`src/rtl/aes_core_driver_if.sv`:
```
// -----------------------------------------------------------------------------
// aes_core_driver_if
// Client-facing request/response channel of aes_core_driver.
//   cmd_*  : request (valid/ready), carrying key, keylen, encdec and block.
//   rsp_*  : response (valid/ready), carrying the result block and a flag
//            marking a watchdog abort.
// Modports:
//   master : the client (bus/DMA front-end) that issues requests.
//   slave  : the driver that serves them.
// -----------------------------------------------------------------------------
interface aes_core_driver_if;
  logic         cmd_valid;
  logic         cmd_ready;
  logic [255:0] cmd_key;
  logic         cmd_keylen;
  logic         cmd_encdec;
  logic [127:0] cmd_block;

  logic         rsp_valid;
  logic         rsp_ready;
  logic [127:0] rsp_data;
  logic         rsp_timeout;

  modport master (
    output cmd_valid, cmd_key, cmd_keylen, cmd_encdec, cmd_block, rsp_ready,
    input  cmd_ready, rsp_valid, rsp_data, rsp_timeout
  );

  modport slave (
    input  cmd_valid, cmd_key, cmd_keylen, cmd_encdec, cmd_block, rsp_ready,
    output cmd_ready, rsp_valid, rsp_data, rsp_timeout
  );
endinterface

```
`src/rtl/aes_core_driver.sv`:
```
// -----------------------------------------------------------------------------
// aes_core_driver
// Command-side initiator for a single aes_core. Accepts one block request,
// runs the core's init/next pulse protocol, and returns the result. The last
// expanded key is remembered so a repeated key (same key and keylen) skips the
// init phase. A watchdog bounds every pulse/wait state; on expiry the request
// is answered with rsp_timeout=1, rsp_data=0 and the key cache is dropped.
//
// Ports:
//   clk, reset_n        : clock (rising edge), asynchronous active-low reset
//   bus (slave)         : cmd_* request channel and rsp_* response channel
//   core_init/core_next : one-cycle pulses to the core
//   core_key/keylen/encdec/block : command fields held to the core
//   core_ready, core_result, core_result_valid : core status and result
// All outputs are registered.
// -----------------------------------------------------------------------------
module aes_core_driver #(
  parameter int TIMEOUT_CYCLES = 1024
) (
  input  logic          clk,
  input  logic          reset_n,
  aes_core_driver_if.slave bus,
  output logic          core_init,
  output logic          core_next,
  output logic [255:0]  core_key,
  output logic          core_keylen,
  output logic          core_encdec,
  output logic [127:0]  core_block,
  input  logic          core_ready,
  input  logic [127:0]  core_result,
  input  logic          core_result_valid
);

  localparam int CNT_W = $clog2(TIMEOUT_CYCLES + 1);
  localparam logic [CNT_W-1:0] WD_MAX  = CNT_W'(TIMEOUT_CYCLES);
  localparam logic [CNT_W-1:0] WD_LAST = CNT_W'(TIMEOUT_CYCLES - 1);

  typedef enum logic [2:0] {
    S_IDLE,
    S_INIT_PULSE,
    S_INIT_WAIT,
    S_NEXT_PULSE,
    S_NEXT_WAIT,
    S_RESP
  } state_e;

  state_e             r_state, w_state_nxt;
  logic [CNT_W-1:0]   r_wdog, w_wdog_nxt;
  logic               r_key_cached, w_key_cached_nxt;
  logic [255:0]       r_cached_key, w_cached_key_nxt;
  logic               r_cached_keylen, w_cached_keylen_nxt;

  logic               r_cmd_ready, w_cmd_ready_nxt;
  logic               r_core_init, w_core_init_nxt;
  logic               r_core_next, w_core_next_nxt;
  logic [255:0]       r_core_key, w_core_key_nxt;
  logic               r_core_keylen, w_core_keylen_nxt;
  logic               r_core_encdec, w_core_encdec_nxt;
  logic [127:0]       r_core_block, w_core_block_nxt;
  logic               r_rsp_valid, w_rsp_valid_nxt;
  logic [127:0]       r_rsp_data, w_rsp_data_nxt;
  logic               r_rsp_timeout, w_rsp_timeout_nxt;

  logic w_accept, w_hit, w_pulse_inflight, w_expire, w_result, w_timeout;

  // cmd_ready is only ever high in IDLE, so this is the accept condition.
  assign w_accept = bus.cmd_valid & r_cmd_ready;
  assign w_hit    = r_key_cached && (bus.cmd_key == r_cached_key) &&
                    (bus.cmd_keylen == r_cached_keylen);
  // The cycle in which a pulse is on the wire: the core has not yet seen it
  // and core_ready still shows the pre-pulse idle value, so it is ignored.
  assign w_pulse_inflight = r_core_init | r_core_next;
  assign w_expire = (r_wdog >= WD_LAST);
  assign w_result = (r_state == S_NEXT_WAIT) && !w_pulse_inflight &&
                    core_ready && core_result_valid;

  // State and output registers.
  // NOTE: sequential state uses non-blocking (<=) so every register samples
  // the pre-edge values, independent of statement order.
  always_ff @(posedge clk or negedge reset_n) begin
    if (!reset_n) begin
      r_state         <= S_IDLE;
      r_wdog          <= '0;
      r_key_cached    <= 1'b0;
      r_cached_key    <= '0;
      r_cached_keylen <= 1'b0;
      r_cmd_ready     <= 1'b0;
      r_core_init     <= 1'b0;
      r_core_next     <= 1'b0;
      r_core_key      <= '0;
      r_core_keylen   <= 1'b0;
      r_core_encdec   <= 1'b0;
      r_core_block    <= '0;
      r_rsp_valid     <= 1'b0;
      r_rsp_data      <= '0;
      r_rsp_timeout   <= 1'b0;
    end else begin
      r_state         <= w_state_nxt;
      r_wdog          <= w_wdog_nxt;
      r_key_cached    <= w_key_cached_nxt;
      r_cached_key    <= w_cached_key_nxt;
      r_cached_keylen <= w_cached_keylen_nxt;
      r_cmd_ready     <= w_cmd_ready_nxt;
      r_core_init     <= w_core_init_nxt;
      r_core_next     <= w_core_next_nxt;
      r_core_key      <= w_core_key_nxt;
      r_core_keylen   <= w_core_keylen_nxt;
      r_core_encdec   <= w_core_encdec_nxt;
      r_core_block    <= w_core_block_nxt;
      r_rsp_valid     <= w_rsp_valid_nxt;
      r_rsp_data      <= w_rsp_data_nxt;
      r_rsp_timeout   <= w_rsp_timeout_nxt;
    end
  end

  // Next-state logic.
  always_comb begin
    // NOTE: every combinational output gets a default first so no path
    // leaves it unassigned, which would otherwise infer a latch.
    w_state_nxt = r_state;
    w_timeout   = 1'b0;
    unique case (r_state)
      S_IDLE: begin
        if (w_accept) w_state_nxt = w_hit ? S_NEXT_PULSE : S_INIT_PULSE;
      end
      S_INIT_PULSE: begin
        if (core_ready)    w_state_nxt = S_INIT_WAIT;
        else if (w_expire) w_timeout   = 1'b1;
      end
      S_INIT_WAIT: begin
        if (!w_pulse_inflight && core_ready) w_state_nxt = S_NEXT_PULSE;
        else if (w_expire)                   w_timeout   = 1'b1;
      end
      S_NEXT_PULSE: begin
        if (core_ready)    w_state_nxt = S_NEXT_WAIT;
        else if (w_expire) w_timeout   = 1'b1;
      end
      S_NEXT_WAIT: begin
        if (w_result)      w_state_nxt = S_RESP;
        else if (w_expire) w_timeout   = 1'b1;
      end
      S_RESP: begin
        if (bus.rsp_ready) w_state_nxt = S_IDLE;
      end
      default: w_state_nxt = S_IDLE;
    endcase
    if (w_timeout) w_state_nxt = S_RESP;
  end

  // Next values of the registered outputs, key cache and watchdog.
  always_comb begin
    w_cmd_ready_nxt     = (w_state_nxt == S_IDLE);
    // Pulses are raised only when the core is idle; they last one cycle
    // because the state moves on in the same edge.
    w_core_init_nxt     = (r_state == S_INIT_PULSE) && core_ready;
    w_core_next_nxt     = (r_state == S_NEXT_PULSE) && core_ready;
    w_core_key_nxt      = r_core_key;
    w_core_keylen_nxt   = r_core_keylen;
    w_core_encdec_nxt   = r_core_encdec;
    w_core_block_nxt    = r_core_block;
    w_key_cached_nxt    = r_key_cached;
    w_cached_key_nxt    = r_cached_key;
    w_cached_keylen_nxt = r_cached_keylen;
    w_rsp_valid_nxt     = r_rsp_valid;
    w_rsp_data_nxt      = r_rsp_data;
    w_rsp_timeout_nxt   = r_rsp_timeout;

    if (w_accept) begin
      w_core_key_nxt    = bus.cmd_key;
      w_core_keylen_nxt = bus.cmd_keylen;
      w_core_encdec_nxt = bus.cmd_encdec;
      w_core_block_nxt  = bus.cmd_block;
      if (!w_hit) begin
        // The core's expanded key is about to be replaced; it only becomes
        // valid again once init completes.
        w_key_cached_nxt    = 1'b0;
        w_cached_key_nxt    = bus.cmd_key;
        w_cached_keylen_nxt = bus.cmd_keylen;
      end
    end

    if (r_state == S_INIT_WAIT && w_state_nxt == S_NEXT_PULSE)
      w_key_cached_nxt = 1'b1;

    if (w_timeout) begin
      // A hung core may hold a half-expanded key, so the cache is dropped.
      w_key_cached_nxt  = 1'b0;
      w_rsp_valid_nxt   = 1'b1;
      w_rsp_data_nxt    = '0;
      w_rsp_timeout_nxt = 1'b1;
    end else if (w_result) begin
      w_rsp_valid_nxt   = 1'b1;
      w_rsp_data_nxt    = core_result;
      w_rsp_timeout_nxt = 1'b0;
    end

    if (r_state == S_RESP && bus.rsp_ready) w_rsp_valid_nxt = 1'b0;

    // Watchdog: cleared on every state change, counts (saturating) while
    // sitting in a pulse/wait state.
    if (w_state_nxt != r_state)
      w_wdog_nxt = '0;
    else if ((r_state inside {S_INIT_PULSE, S_INIT_WAIT, S_NEXT_PULSE, S_NEXT_WAIT}) &&
             (r_wdog != WD_MAX))
      w_wdog_nxt = r_wdog + CNT_W'(1);
    else
      w_wdog_nxt = r_wdog;
  end

  assign bus.cmd_ready   = r_cmd_ready;
  assign bus.rsp_valid   = r_rsp_valid;
  assign bus.rsp_data    = r_rsp_data;
  assign bus.rsp_timeout = r_rsp_timeout;
  assign core_init       = r_core_init;
  assign core_next       = r_core_next;
  assign core_key        = r_core_key;
  assign core_keylen     = r_core_keylen;
  assign core_encdec     = r_core_encdec;
  assign core_block      = r_core_block;

endmodule
```
`src/flat_wrapper.sv`:
```
// flat-port wrapper written by rule: the top's interface ports become plain ports
module aes_core_driver_flat 
#(
  parameter int TIMEOUT_CYCLES = 1024
)
  (clk, reset_n, core_init, core_next, core_key, core_keylen, core_encdec, core_block, core_ready, core_result, core_result_valid, bus_cmd_valid, bus_cmd_key, bus_cmd_keylen, bus_cmd_encdec, bus_cmd_block, bus_rsp_ready, bus_cmd_ready, bus_rsp_valid, bus_rsp_data, bus_rsp_timeout);
  aes_core_driver_if bus_i ();
  input  logic clk;
  input  logic reset_n;
  output logic core_init;
  output logic core_next;
  output logic [255:0] core_key;
  output logic core_keylen;
  output logic core_encdec;
  output logic [127:0] core_block;
  input  logic core_ready;
  input  logic [127:0] core_result;
  input  logic core_result_valid;
  input wire logic [$bits(bus_i.cmd_valid)-1:0] bus_cmd_valid;
  input wire logic [$bits(bus_i.cmd_key)-1:0] bus_cmd_key;
  input wire logic [$bits(bus_i.cmd_keylen)-1:0] bus_cmd_keylen;
  input wire logic [$bits(bus_i.cmd_encdec)-1:0] bus_cmd_encdec;
  input wire logic [$bits(bus_i.cmd_block)-1:0] bus_cmd_block;
  input wire logic [$bits(bus_i.rsp_ready)-1:0] bus_rsp_ready;
  output wire logic [$bits(bus_i.cmd_ready)-1:0] bus_cmd_ready;
  output wire logic [$bits(bus_i.rsp_valid)-1:0] bus_rsp_valid;
  output wire logic [$bits(bus_i.rsp_data)-1:0] bus_rsp_data;
  output wire logic [$bits(bus_i.rsp_timeout)-1:0] bus_rsp_timeout;
  assign bus_i.cmd_valid = bus_cmd_valid;
  assign bus_i.cmd_key = bus_cmd_key;
  assign bus_i.cmd_keylen = bus_cmd_keylen;
  assign bus_i.cmd_encdec = bus_cmd_encdec;
  assign bus_i.cmd_block = bus_cmd_block;
  assign bus_i.rsp_ready = bus_rsp_ready;
  assign bus_cmd_ready = bus_i.cmd_ready;
  assign bus_rsp_valid = bus_i.rsp_valid;
  assign bus_rsp_data = bus_i.rsp_data;
  assign bus_rsp_timeout = bus_i.rsp_timeout;
  aes_core_driver #(.TIMEOUT_CYCLES(TIMEOUT_CYCLES)) u_core (.clk(clk), .reset_n(reset_n), .bus(bus_i), .core_init(core_init), .core_next(core_next), .core_key(core_key), .core_keylen(core_keylen), .core_encdec(core_encdec), .core_block(core_block), .core_ready(core_ready), .core_result(core_result), .core_result_valid(core_result_valid));
endmodule
```
`config.mk`:
```
export PLATFORM = sky130hd
export DESIGN_NAME = aes_core_driver_flat
export DESIGN_NICKNAME = d
export VERILOG_FILES = /design/src/rtl/aes_core_driver_if.sv /design/src/rtl/aes_core_driver.sv /design/src/flat_wrapper.sv
export SDC_FILE = /design/constraint.sdc
export NUM_CORES = 1
export LEC_CHECK = 0
export ABC_AREA = 1
export BUFFER_PORTS_ARGS = -buffer_cell sky130_fd_sc_hd__clkbuf_2
export CAP_MARGIN = 20
export CORE_AREA = 2 2 400 402
export CTS_CLUSTER_SIZE = 20
export DETAILED_ROUTE_END_ITERATION = 10
export DIE_AREA = 0 0 402 404
export PLACE_DENSITY = 0.52
export SLEW_MARGIN = 0
export SYNTH_ARGS = -nofsm -noshare
export SYNTH_HDL_FRONTEND = slang
export SYNTH_SLANG_ARGS = --single-unit
export TNS_END_PERCENT = 10
```
`constraint.sdc`:
```
create_clock -name clk -period 2.35 [get_ports clk]
set_input_delay 0.3525 -clock clk [delete_from_list [all_inputs] [get_ports clk]]
set_output_delay 0.3525 -clock clk [all_outputs]
set_load 0.05 [all_outputs]
```
=== Word level (Yosys, flattened, before mapping) ===
Cells that the tools add are included.

* Add/subtract/negate cells: 1
* $mul: 0
* Div/mod/pow operators: 0
* Order comparisons: 1
* Equality and inequality tests: 11
* Shift-type cells: 0
* Multiplexer cells: 27
* Bitwise gates (word level): 3
* Reduce and logical (&&, ||, !) cells: 22

{| class="wikitable"
|+ Operators by type and width
! cell !! count
|-
| $eq A256 B256 Y1 || 1
|-
| $mux W128 || 2
|-
| $mux W11 || 2
|-
| $mux W3 || 7
|-
| $pmux W3 S6 || 1
|-
| $mux W1 || 13
|-
| $add A11 B1 Y11 const B || 1
|-
| $ge A11 B10 Y1 const B || 1
|-
| $logic_and A1 B1 Y1 || 11
|-
| $ne A11 B11 Y1 const B || 1
|-
| $eq A3 B2 Y1 const B || 3
|-
| $eq A3 B3 Y1 const B || 2
|-
| $logic_not A3 Y1 || 2
|-
| $reduce_bool A3 Y1 || 2
|-
| $reduce_and A2 Y1 || 2
|-
| $reduce_bool A2 Y1 || 2
|-
| $reduce_bool A4 Y1 || 1
|-
| $eq A3 B1 Y1 const B || 1
|-
| $ne A3 B3 Y1 || 1
|-
| $ne A3 B3 Y1 const B || 1
|-
| $pmux W1 S3 || 1
|-
| $mux W2 || 1
|-
| $reduce_or A2 Y1 || 1
|-
| $and A1 B1 Y1 || 1
|-
| other kinds (4) || 4
|}

* Flip-flop bits (word level): 791
* Bits in latches: 0
* Bits in writable memories: 0
* ROM bits: 0
* Bits of input ports: 520
* Output and inout port bits: 519
* Logic and storage cells: 80
* Memories kept: 0

=== Depth between registers and ports, before layout ===
Gate-level depths: netlist of the first run.

* Depth after elaboration: 12
* Depth in mapped cells: 16
* Mapped depth without buffers: 14

=== Least setup slack after synthesis of the first run ===
No wires, ideal clock.

* Path type: register to register
* Start point: register u_core.r_core_next, in the netlist u_core.core_next
* End point: register u_core.r_rsp_data[23], in the netlist u_core.bus.rsp_data[23]
* Setup time: 65 ps
* Arrival time: 1897 ps
* Slack: 387 ps
* Stages on the path, launching flop included: 11
* Period minus slack after synthesis: 1963 ps
* Cells stage by stage: dfrtp_1 > nor2_1 > nand2_1 > nor2_1 > nand2_1 > inv_1 > clkbuf_1 > clkbuf_1 > nand3_1 > a21boi_1 > inv_1

* Cells in the longest elaborated chain, start to end: 8
* Elaborated cells on any way between the ends: 11
* Those cells by class: 4 x mux; 1 x bitwise; 6 x reduce/logical

{| class="wikitable"
|+ RTL lines
! what !! RTL line !! source
|-
| start: declaration || aes_core_driver.sv:55 || <nowiki>logic r_core_next, w_core_next_nxt;</nowiki>
|-
| start signal: assignment || aes_core_driver.sv:105 || <nowiki>r_core_next <= w_core_next_nxt;</nowiki>
|-
| $or A1 B1 Y1 (*) || aes_core_driver.sv:72 || <nowiki>assign w_pulse_inflight = r_core_init | r_core_next;</nowiki>
|-
| $logic_not A1 Y1 (*) || aes_core_driver.sv:74, aes_core_driver.sv:131 ||
|-
| $logic_and A1 B1 Y1 (2 in a row) || aes_core_driver.sv:74 || <nowiki>assign w_result = (r_state == S_NEXT_WAIT) && !w_pulse_inflight &&</nowiki>
|-
| $logic_and A1 B1 Y1 || aes_core_driver.sv:75 || <nowiki>core_ready && core_result_valid;</nowiki>
|-
| $mux W1 || aes_core_driver.sv:139 || <nowiki>if (w_result) w_state_nxt = S_RESP;</nowiki>
|-
| $pmux W1 S3 || aes_core_driver.sv:122 || <nowiki>unique case (r_state)</nowiki>
|-
| $mux W128 / $reduce_bool A2 Y1 (equally long branches) || n/a ||
|-
| end signal: assignment || aes_core_driver.sv:111 || <nowiki>r_rsp_data <= w_rsp_data_nxt;</nowiki>
|-
| end: declaration || aes_core_driver.sv:61 || <nowiki>logic [127:0] r_rsp_data, w_rsp_data_nxt;</nowiki>
|}

Mark *: on every way between the ends. The rest lies on a longest branch, timed or not.
A chain may end at the register's enable or synchronous reset.

=== Worst setup path in the final report of the first run ===
* Start point: input port bus_cmd_key[54]
* End point: register u_core.r_cached_key[72]

* Cells in the longest elaborated chain, start to end: 5

{| class="wikitable"
|+ RTL lines
! what !! RTL line !! source
|-
| start: declaration || flat_wrapper.sv:20 || <nowiki>input wire logic [$bits(bus_i.cmd_key)-1:0] bus_cmd_key;</nowiki>
|-
| $eq A256 B256 Y1 || aes_core_driver.sv:68 || <nowiki>assign w_hit = r_key_cached && (bus.cmd_key == r_cached_key) &&</nowiki>
|-
| $logic_and A1 B1 Y1 (2 in a row) || aes_core_driver.sv:68 ||
|-
| $not A1 Y1 (no line) || n/a ||
|-
| $reduce_and A2 Y1 (no line) || n/a ||
|-
| end signal: assignment || aes_core_driver.sv:101 || <nowiki>r_cached_key <= w_cached_key_nxt;</nowiki>
|-
| end: declaration || aes_core_driver.sv:50 || <nowiki>logic [255:0] r_cached_key, w_cached_key_nxt;</nowiki>
|}

Every way passes these cells.

==> results.txt, run 1 <==
The run finished, with violations left. The final reports fail on setup timing. TritonCTS built the clock tree. The cell taking the most area after synthesis is sky130_fd_sc_hd__dfrtp_1. Synthesis produced a netlist whose cell count is between 4,000 and 5,000.

Dividing the synthesized area by the synthesized cell count gives 7.792 sq um. The floorplan core area came out at around 160,000 sq um. The highest ir drop seen on vdd came out at approximately 900 uV. The synthesized netlist occupies a cell area of approximately 37,000 sq um. Ranked by total cell area, the synthesized netlist is headed by sky130_fd_sc_hd__dfrtp_1, sky130_fd_sc_hd__nand2_1, sky130_fd_sc_hd__nand3_1. The critical path required time came out at 2.98 ns. The power per unit of standard cell area is about 1400 nW/um^2.

CTS placed an instance of sky130_fd_sc_hd__clkbuf_16 at the clock tree root. The final critical path takes up 108.4% of the cycle. The worst setup slack for register-to-register paths came out at -0.18 ns. The detailed-routing iteration count for the pre-antenna-repair pass came out at 6.

Cell internal power was estimated by the tool at approximately 41 mW. Global routing used a little over a quarter of the available tracks across all layers. The number of global-route vias before repair came out at between 40,000 and 50,000. The number of CTS-inserted buffers came out at between 100 and 150. The chip width is 402 microns. The longest clock path from root to sink contains 3 buffers. The count of max-cap constraint violations came out at 0. The sequential share of the synthesized area came out at approximately 54%. The number of antenna violations at the first check in global routing was 95. The top-level port count is 1,039.

Across the routed clock network, the largest skew measured is approximately 0.074 ns. The max-slew violation total from the final report came to 0. The insertion delay of the later-clocked pin in the worst-skew pair came out at roughly 0.76 ns. The number of nets handed over by synthesis was around 5,300.

The proportion of power drawn by combinational gates is 51.8%. The path class of the tightest hold or removal check is in2reg. In the final layout, the share of cells above drive strength 1 is just over 30%. The proportion of total power due to net switching is about half.

The number of hold violations in the final report was 0. The switching power is between 40 and 50 mW. The residual DRC count is 0.

The final weighted congestion in routability-driven placement is 0.9690. Setup violations remaining at the end of the flow were counted as between 200 and 300. The sequential power share came out at approximately 29%. The clock share of power is around a fifth. The average via count per standard cell came out at 4.548.

Of all nets on the critical path, the largest fanout is 15. The starting DRC count in detailed routing is ~3,800. During synthesis, Yosys emitted a total of 0 warnings. Synthesis instantiated 36 different standard cells from the library. Counting tap cells, the placed design contains a total of 8,380 instances. In this run the vertical extent of the chip is around 400 microns.

The top-area cell type share of the netlist area came out at between 50% and 60%. The HPWL after detailed placement is 183.7 mm. The floorplan step defined a die boundary enclosing 162,400 sq um.

The data arrival at the endpoint of the critical path came out at 3.18 ns. The least setup slack across all paths after layout is -0.1975 ns. The floorplan row count is 146.

The worst setup path is of the in2reg kind. Clock tree synthesis found a total of ~790 sinks. The maximum clock rate is around 390 MHz. The register bit total from synthesis came out at a little under 800.

The largest net degree at the start of global routing is roughly 140. The post-route minimum period came out at roughly 2.5 ns. Measured against its own limit, the worst slew margin works out to approximately 50%. In this run the static leakage power is between 30 and 40 nW. The detail-routed net length per standard cell came out at approximately 25 microns. In this run the number of H-tree levels came out at 3. Setup repair after global routing could not meet its margin everywhere. The post-layout instance count excluding filler cells came out at between 9,000 and 10,000.

The net count reported at finish is approximately 7,400. For the pin with the worst max-slew slack, the measured transition is 0.7712 ns. The first global-routing pass estimated 314.0 mm of wire. The overall overflow remaining after global route is 0. The kind of launch point of the worst setup path is an input pin. The effective utilization at floorplan is a little under a quarter.

The clock input transition at the sequential cells of the worst setup and hold paths came out at 0.06 ns. STA classifies the critical path endpoint as a register. The area growth from synthesis to final layout came out at 61.78%. The aggregate routed wire length is between 200 and 250 mm.

Summing over every cut layer, the via total after detailed routing is slightly above 40,000. The final antenna-violating net count is 0. Once layout is complete, the utilization of the core stands at 37.83%.

During placement, the flow inserted port buffers numbering between 1,000 and 1,500.
==> through the flow <==
stage / hold WS (ns) / setup WS [ns] / setup TNS [ns] / instance area [sq um] / power [mW]
3_3_place_gp: 0.3500 / -0.3953 / -89.77 / 49960 / 66.13
3_5_place_dp: 0.3471 / -0.4212 / -96.05 / 49960 / 66.49
5_1_grt: 0.02313 / -0.2254 / -50.53 / 59660 / 88.65
2_1_floorplan: 0.05691 / 0.3873 / 0 / 36910 / 48.80
6_report: 0.04715 / -0.1975 / -27.46 / 59710 / 84.85
4_1_cts: 0.00004680 / -0.1032 / -12.85 / 58620 / 84.50
==> layer usage <==
metal | GRT usage, % | part of all wire [%] | wire length, microns | vias up
met3 | 6.058 | 6.7 | 15550 | 453
li1 | - | - | - | 19120
met5 | 0.5650 | 0.17 | 405 | -
met2 | 44.58 | 46 | 107900 | 1686
met1 | 34.33 | 41 | 95800 | 20160
met4 | 12.41 | 5.4 | 12580 | 46
==> worst max-delay path, cell delays in order <==
cell,delay [ns]
sky130_fd_sc_hd__dlygate4sd3_1,0.60
sky130_fd_sc_hd__clkbuf_2,0.14
sky130_fd_sc_hd__inv_1,0.09
sky130_fd_sc_hd__or2_2,0.17
sky130_fd_sc_hd__nand2_1,0.11
sky130_fd_sc_hd__nor3_1,0.24
sky130_fd_sc_hd__nand2_1,0.10
sky130_fd_sc_hd__nor2_2,0.12
sky130_fd_sc_hd__nand3b_1,0.19
sky130_fd_sc_hd__nor2_1,0.16
sky130_fd_sc_hd__buf_4,0.15
sky130_fd_sc_hd__nand2_8,0.08
sky130_fd_sc_hd__buf_12,0.16
sky130_fd_sc_hd__buf_12,0.16
sky130_fd_sc_hd__clkbuf_16,0.19
sky130_fd_sc_hd__nand3_1,0.08
sky130_fd_sc_hd__nand2_1,0.07
==> worst paths after layout <==
kind | start | end | cells past startpoint
setup / recovery | bus_cmd_key[54] | u_core.r_cached_key[72]$_DFFE_PN0P_ | 17
setup reg to reg | u_core.r_cached_key[196]$_DFFE_PN0P_ | u_core.r_cached_key[72]$_DFFE_PN0P_ | 14
hold reg to reg | u_core.r_cached_key[125]$_DFFE_PN0P_ | u_core.r_cached_key[125]$_DFFE_PN0P_ | 2
max in group asynchronous | reset_n | u_core.core_block[50]$_DFFE_PN0P_ | 4
hold / removal | core_result[98] | u_core.bus.rsp_data[98]$_DFFE_PN0P_ | 4
min in group asynchronous | reset_n | u_core.core_key[237]$_DFFE_PN0P_ | 2
==> kinds of logic (layout without fill, tap and decap cells) <==
| kind of cell | Yosys count | in the layout | share of synthesized area, % |
|---|---|---|---|
| buf+inv | 703 | 2969 | 7.641 |
| flops | 791 | 791 | 53.63 |
| xor+xnor | 93 | 93 | 2.207 |
| fa+ha+maj | 2 | 2 | 0.06779 |
| other cells | 0 | 41 | 0 |
| compound gates | 396 | 396 | 6.305 |
| simple gates | 2752 | 2752 | 30.15 |
==> cell usage after synthesis <==
cell type / n
sky130_fd_sc_hd__a2bb2oi_1: 1
sky130_fd_sc_hd__o22ai_1: 8
sky130_fd_sc_hd__nand2_1: 1962
sky130_fd_sc_hd__and2_1: 2
sky130_fd_sc_hd__nor4_1: 1
sky130_fd_sc_hd__clkbuf_1: 117
sky130_fd_sc_hd__nor2b_1: 1
sky130_fd_sc_hd__or2_2: 4
sky130_fd_sc_hd__a21boi_0: 82
sky130_fd_sc_hd__buf_2: 30
sky130_fd_sc_hd__inv_1: 474
sky130_fd_sc_hd__o21ai_0: 246
sky130_fd_sc_hd__buf_4: 26
sky130_fd_sc_hd__nand2_2: 3
sky130_fd_sc_hd__clkbuf_2: 1
sky130_fd_sc_hd__inv_2: 15
sky130_fd_sc_hd__xnor2_1: 41
sky130_fd_sc_hd__buf_1: 34
sky130_fd_sc_hd__o21bai_2: 1
sky130_fd_sc_hd__nor3_1: 27
sky130_fd_sc_hd__buf_6: 6
sky130_fd_sc_hd__nand2b_1: 2
sky130_fd_sc_hd__dfrtp_1: 791
sky130_fd_sc_hd__a21oi_1: 4
sky130_fd_sc_hd__nor2_1: 258
sky130_fd_sc_hd__nor3b_1: 7
sky130_fd_sc_hd__nand4_1: 47
sky130_fd_sc_hd__nor2_2: 12
sky130_fd_sc_hd__and3_1: 2
sky130_fd_sc_hd__nand3b_1: 9
sky130_fd_sc_hd__a211oi_1: 1
sky130_fd_sc_hd__xor2_1: 52
sky130_fd_sc_hd__nand3_1: 415
sky130_fd_sc_hd__ha_1: 2
sky130_fd_sc_hd__a21boi_1: 47
sky130_fd_sc_hd__o21ai_1: 6
==> repair_timing <==
action,in CTS,in global routing
setup endpoints to repair,259,383
endpoints found under the hold margin,786,0
hold buffers,462,0
pin swaps,13,41
gates resized for setup,51,100
gates cloned,5,24
setup buffers,15,3
==> state kept, by name, summed over array words and instances, names as in the netlist, 3 cells and up <==
signal               count
u_core.bus.rsp_data    128
u_core.core_block      128
u_core.r_state           3
u_core.r_wdog           11
u_core.r_cached_key    256
u_core.core_key        256
==> power by group through the flow <==
| stage | combinational (mW) | sequential (mW) | clock, mW |
|---|---|---|---|
| floorplan | 10.9 | 37.9 | 0 |
| global placement | 42.1 | 24.1 | 0 |
| detailed placement | 42.3 | 24.2 | 0 |
| CTS | 43.4 | 24.1 | 17.0 |
| global route | 46.3 | 24.9 | 17.4 |
| finish | 44.0 | 24.3 | 16.6 |
==> cell usage in the layout, fill, tap and decap left out, types with 26 or more instances in the layout <==
cell type                       synthesis  final
sky130_fd_sc_hd__xnor2_1               41     32
sky130_fd_sc_hd__inv_1                474    472
sky130_fd_sc_hd__dlygate4sd3_1          0    460
sky130_fd_sc_hd__nand3_2                0     41
sky130_fd_sc_hd__clkinv_2               0     26
sky130_fd_sc_hd__nand3_1              415    370
sky130_fd_sc_hd__o21ai_0              246    246
sky130_fd_sc_hd__a21boi_0              82     82
sky130_fd_sc_hd__nor2_2                12     29
sky130_fd_sc_hd__nor2_1               258    238
sky130_fd_sc_hd__dfrtp_1              791    790
sky130_fd_sc_hd__buf_12                 0     47
sky130_fd_sc_hd__clkbuf_2               1   1036
sky130_fd_sc_hd__nand4_1               47     47
sky130_fd_sc_hd__xor2_1                52     50
sky130_fd_sc_hd__diode_2                0     41
sky130_fd_sc_hd__buf_4                 26    700
sky130_fd_sc_hd__nand2_1             1962   1935
sky130_fd_sc_hd__clkbuf_16              0    124
sky130_fd_sc_hd__a21boi_1              47     47
==> cell type report <==
cell class                      count  area [sq um]
Fill cell                       16560         98120
Sequential cell                   791         19800
Timing Repair Buffer             2291         17030
Multi-Input combinational cell   3243         14840
Clock buffer                      142          2915
Tap cell                         2072          2592
Inverter                          489          1844
Clock inverter                     47         591.8
Antenna cell                       41         102.6
No activity file was read; power rests on OpenSTA's default activity.
==> inputs of run 2 (changes only) <==
--- a/config.mk
+++ b/config.mk
@@ -8,10 +8,11 @@
 export ABC_AREA = 1
 export BUFFER_PORTS_ARGS = -buffer_cell sky130_fd_sc_hd__clkbuf_2
 export CAP_MARGIN = 20
-export CORE_AREA = 2 2 400 402
+export CORE_AREA = 2 2 402 404
 export CTS_CLUSTER_SIZE = 20
 export DETAILED_ROUTE_END_ITERATION = 10
-export DIE_AREA = 0 0 402 404
+export DIE_AREA = 0 0 404 406
+export GPL_TIMING_DRIVEN = 0
 export PLACE_DENSITY = 0.52
 export SLEW_MARGIN = 0
 export SYNTH_ARGS = -nofsm -noshare
==> constraint.sdc (replaced) <==
create_clock -name clk -period 2.35 [get_ports clk]
set_input_delay 0.1175 -clock clk [delete_from_list [all_inputs] [get_ports clk]]
set_output_delay 0.1175 -clock clk [all_outputs]
set_load 0.05 [all_outputs]
==> results.txt, run 2 (synthesis gave the netlist of run 1 again) <==
The post-route minimum period is 2.564 ns (+0.01675 ns). In this run the worst hold path is classified as in2reg. The buffer depth of the longest clock path came to 3 (unchanged). The least setup slack across all paths after layout is -0.2143 ns (-0.01675 ns).

The count of cell instances traversed by the critical path came to 16 (-1). The overall power after layout came out at 82.08 mW (-3.3%). The critical path required time is 3.02 ns (+0.04 ns). The flow ran to the end, but the final reports show violations. Setup repair after global routing could not meet its margin everywhere. STA classifies the critical path startpoint as a register. The final antenna-violating net count is 0 (unchanged). The proportion of power drawn by combinational gates is 50.0% (-1.8 points). The maximum fanout count along the critical path came out at 10 (-5). The die outline area came to 164,000 sq um (+1.0%). The placed cell area came out at 45,030 sq um (-9.9%). The sequential power share is 29.6% (+0.9 points). The via total after detailed routing is 39,950 (-3.6%). The clock input transition at the sequential cells of the worst setup and hold paths is 0.06 ns (about the same).

The transition at the pin with the smallest max-transition slack came to 1.047 ns (+0.2762 ns). The effective utilization at floorplan came out at 23.12% (-0.27 points). The number of H-tree levels came out at 3 (unchanged).

The number of hold violations in the final report came to 0 (unchanged). The aggregate routed wire length is 235.4 mm (+1.4%). Walking the worst path, the cells encountered are inv_1 -> nand2_1 -> nand2_1 -> nor2_1 -> nand4_1 -> nor2_1 -> nand2_1 -> nor2_4 -> nand3_1 -> nor2_2 -> nand2_4 -> nand2_8 -> buf_12 -> buf_6 -> nand2_1 -> nand2_1. The leakage power summed over all cells came out at 29.74 nW (-9.7%).

The max-slew violation total from the final report came to 0 (unchanged). The net count reported at finish came to 6,942 (-6.7%). The clock sink count came out at 791 (unchanged). The global router's overall resource usage came out at 27.78% (+0.48 points).

Leaving out fill and tap cells, the most frequent cell in the layout is sky130_fd_sc_hd__nand2_1. The number of global-route vias before repair is 38,700 (-5.0%). The final reports fail on setup timing.

The floorplan core area is 159,600 sq um (+1.2%). The worst slew margin relative to its limit is 30.18% (-18 points). The largest net degree at the start of global routing came out at 103 (-25%). The met2 track demand over resource is 44.29% (-0.29 points).

The final instance area came to 54,570 sq um (-8.6%). The floorplan row count came out at 147 (+0.68%). STA classifies the critical path endpoint as a register. The root buffer cell chosen for the clock tree is sky130_fd_sc_hd__clkbuf_16. The cell depth of the worst hold path came out at 6 (+2). The starting DRC count in detailed routing came out at 4,047 (+6.3%). The part of the cycle the worst path needs came out at 109.1% (+0.71 points).

The average via count per standard cell was 4.634 (+1.9%). The die outline height came out at 406 microns (+0.50%). The clock share of power came to 20.4% (+0.9 points). The data arrival at the endpoint of the critical path came out at 3.23 ns (+0.05 ns). The number of cells on the worst reg-to-reg path is 16 (+2). The critical path is of the reg2reg type. The detail-routed net length per standard cell came out at 27.31 microns (+7.2%). The total buffers and inverters traversed by the critical path is 3 (-4). The number of inserted filler cells in the final layout came out at 17,120 (+3.4%). The detailed-routing iteration count for the pre-antenna-repair pass came out at 6 (unchanged).

The proportion of total power due to net switching came out at 52.55% (+1.3 points). The number of CTS-inserted buffers came out at 100 (-2.9%). The maximum clock skew at final layout is 0.03571 ns (-0.03836 ns).

The met1 layer usage reported by global route came to 34.92% (+0.59 points). TritonCTS built the clock tree. The internal portion of total power is 38.95 mW (-5.8%). The power per unit of standard cell area is 1504 nW/um^2 (+5.9%). The largest individual stage delay along the critical path comes from the cell sky130_fd_sc_hd__dfrtp_1. The chip width is 404 microns (+0.50%). The first-pass GRT wire length is 314.5 mm (+0.18%). The residual DRC count is 0 (unchanged). The insertion delay of the later-clocked pin in the worst-skew pair was 0.74 ns (-0.02 ns). The most frequent cell on the critical path is sky130_fd_sc_hd__nand2_1.

The maximum clock rate is 390.0 MHz (-0.65%). The fraction of final layout cells with drive strength greater than 1 is 21.85% (-8.7 points). The final weighted congestion in routability-driven placement is 0.9826 (+1.4%). The highest-utilization routing layer at the global route stage is met2. The number of antenna violations at the first check in global routing is 101 (+6.3%). The highest ir drop seen on vdd came out at 756.5 uV (-17%). The count of endpoints failing setup in the final report is 327 (+28%). The total negative setup slack was -46.57 ns (-19.10 ns). The delay of the slowest cell on the worst path came out at 0.41 ns (-0.19 ns). The overall overflow remaining after global route came out at 0 (unchanged). The area growth from synthesis to final layout came out at 47.85%. The count of max-cap constraint violations came out at 0 (unchanged). The number of port buffers is 1,038 (unchanged). The top cell types in the final layout, fill and taps aside, are sky130_fd_sc_hd__nand2_1, sky130_fd_sc_hd__clkbuf_2, sky130_fd_sc_hd__dfrtp_1. The routing usage on met3 is 7.243% (+1.2 points).

The top-level port count was 1,039 (unchanged). In this design, the largest share of critical-path delay is due to simple AND/OR/NAND/NOR gates. The HPWL after detailed placement is 194.9 mm (+6.1%). The post-placement worst setup slack came to -0.8635 ns (-0.4423 ns). The switching power came out at 43.13 mW (-0.85%).
==> run 2: per-layer routing <==
layer / up-vias / share of wire (%) / wire (microns)
li1: 18140 / - / -
met1: 19480 / 41 / 95940
met2: 1797 / 46 / 107400
met3: 480 / 8.0 / 18740
met4: 58 / 5.4 / 12680
met5: - / 0.27 / 639
==> run 2: power groups by stage <==
| stage | Clock, mW | Combinational (mW) | Sequential [mW] |
|---|---|---|---|
| 2_1_floorplan | 0 | 10.9 | 37.9 |
| 3_3_place_gp | 0 | 39.2 | 24.2 |
| 3_5_place_dp | 0 | 39.5 | 24.2 |
| 4_1_cts | 17.0 | 40.7 | 24.1 |
| 5_1_grt | 17.5 | 43.2 | 25.0 |
| 6_report | 16.7 | 41.0 | 24.3 |
==> run 2: final cells by class <==
type                    instances  area [sq um]  share of cell area, %
flip-flops and latches        791         19790                  36.27
multi-input cells            3243         14580                  26.72
repair buffers               1583         10900                  19.97
clock buffers                 137          2803                  5.136
well taps                    2086          2610                  4.783
inverters                     489          1836                  3.364
plain buffers                 212          1305                  2.391
clock inverters                44         649.4                  1.190
diodes                         37         92.59                 0.1697
==> run 2: repair_timing <==
item                       CTS  global route
hold endpoints to repair   946             0
setup endpoints to repair  663           637
buffers inserted             3             5
gates cloned                 0             5
resized for setup          114           113
pin swaps                    8             9
hold buffers               519             0
==> run 2: worst min-delay path: cells and delay by family <==
family / cells / cell delay [ns]
AND/OR/NAND/NOR: 4 / 0.39
buffers and inverters: 2 / 0.26
==> run 2: final timing paths <==
check	endpoint	slack, ns	startpoint
max in group asynchronous	u_core.bus.rsp_data[82]$_DFFE_PN0P_	0.10	reset_n
setup / recovery	u_core.r_cached_key[180]$_DFFE_PN0P_	-0.21	u_core.r_cached_key[87]$_DFFE_PN0P_
setup reg to reg	u_core.r_cached_key[180]$_DFFE_PN0P_	-0.21	u_core.r_cached_key[87]$_DFFE_PN0P_
min in group asynchronous	u_core.core_key[18]$_DFFE_PN0P_	0.49	reset_n
hold reg to reg	u_core.r_cached_key[125]$_DFFE_PN0P_	0.47	u_core.r_cached_key[125]$_DFFE_PN0P_
hold / removal	u_core.bus.rsp_timeout$_DFFE_PN0P_	0.07	core_result_valid
==> run 2: through the flow <==
| stage | instances | util (%) | hold WS (ns) |
|---|---|---|---|
| after floorplan | 4737 | - | -0.1781 |
| after global placement | 7861 | 28.01 | 0.3122 |
| after detailed placement | 7874 | 28.21 | 0.1906 |
| after CTS | 8576 | 33.87 | 0.04935 |
| after global routing | 8605 | 34.15 | 0.1024 |
| final | 8622 | 34.18 | 0.07061 |
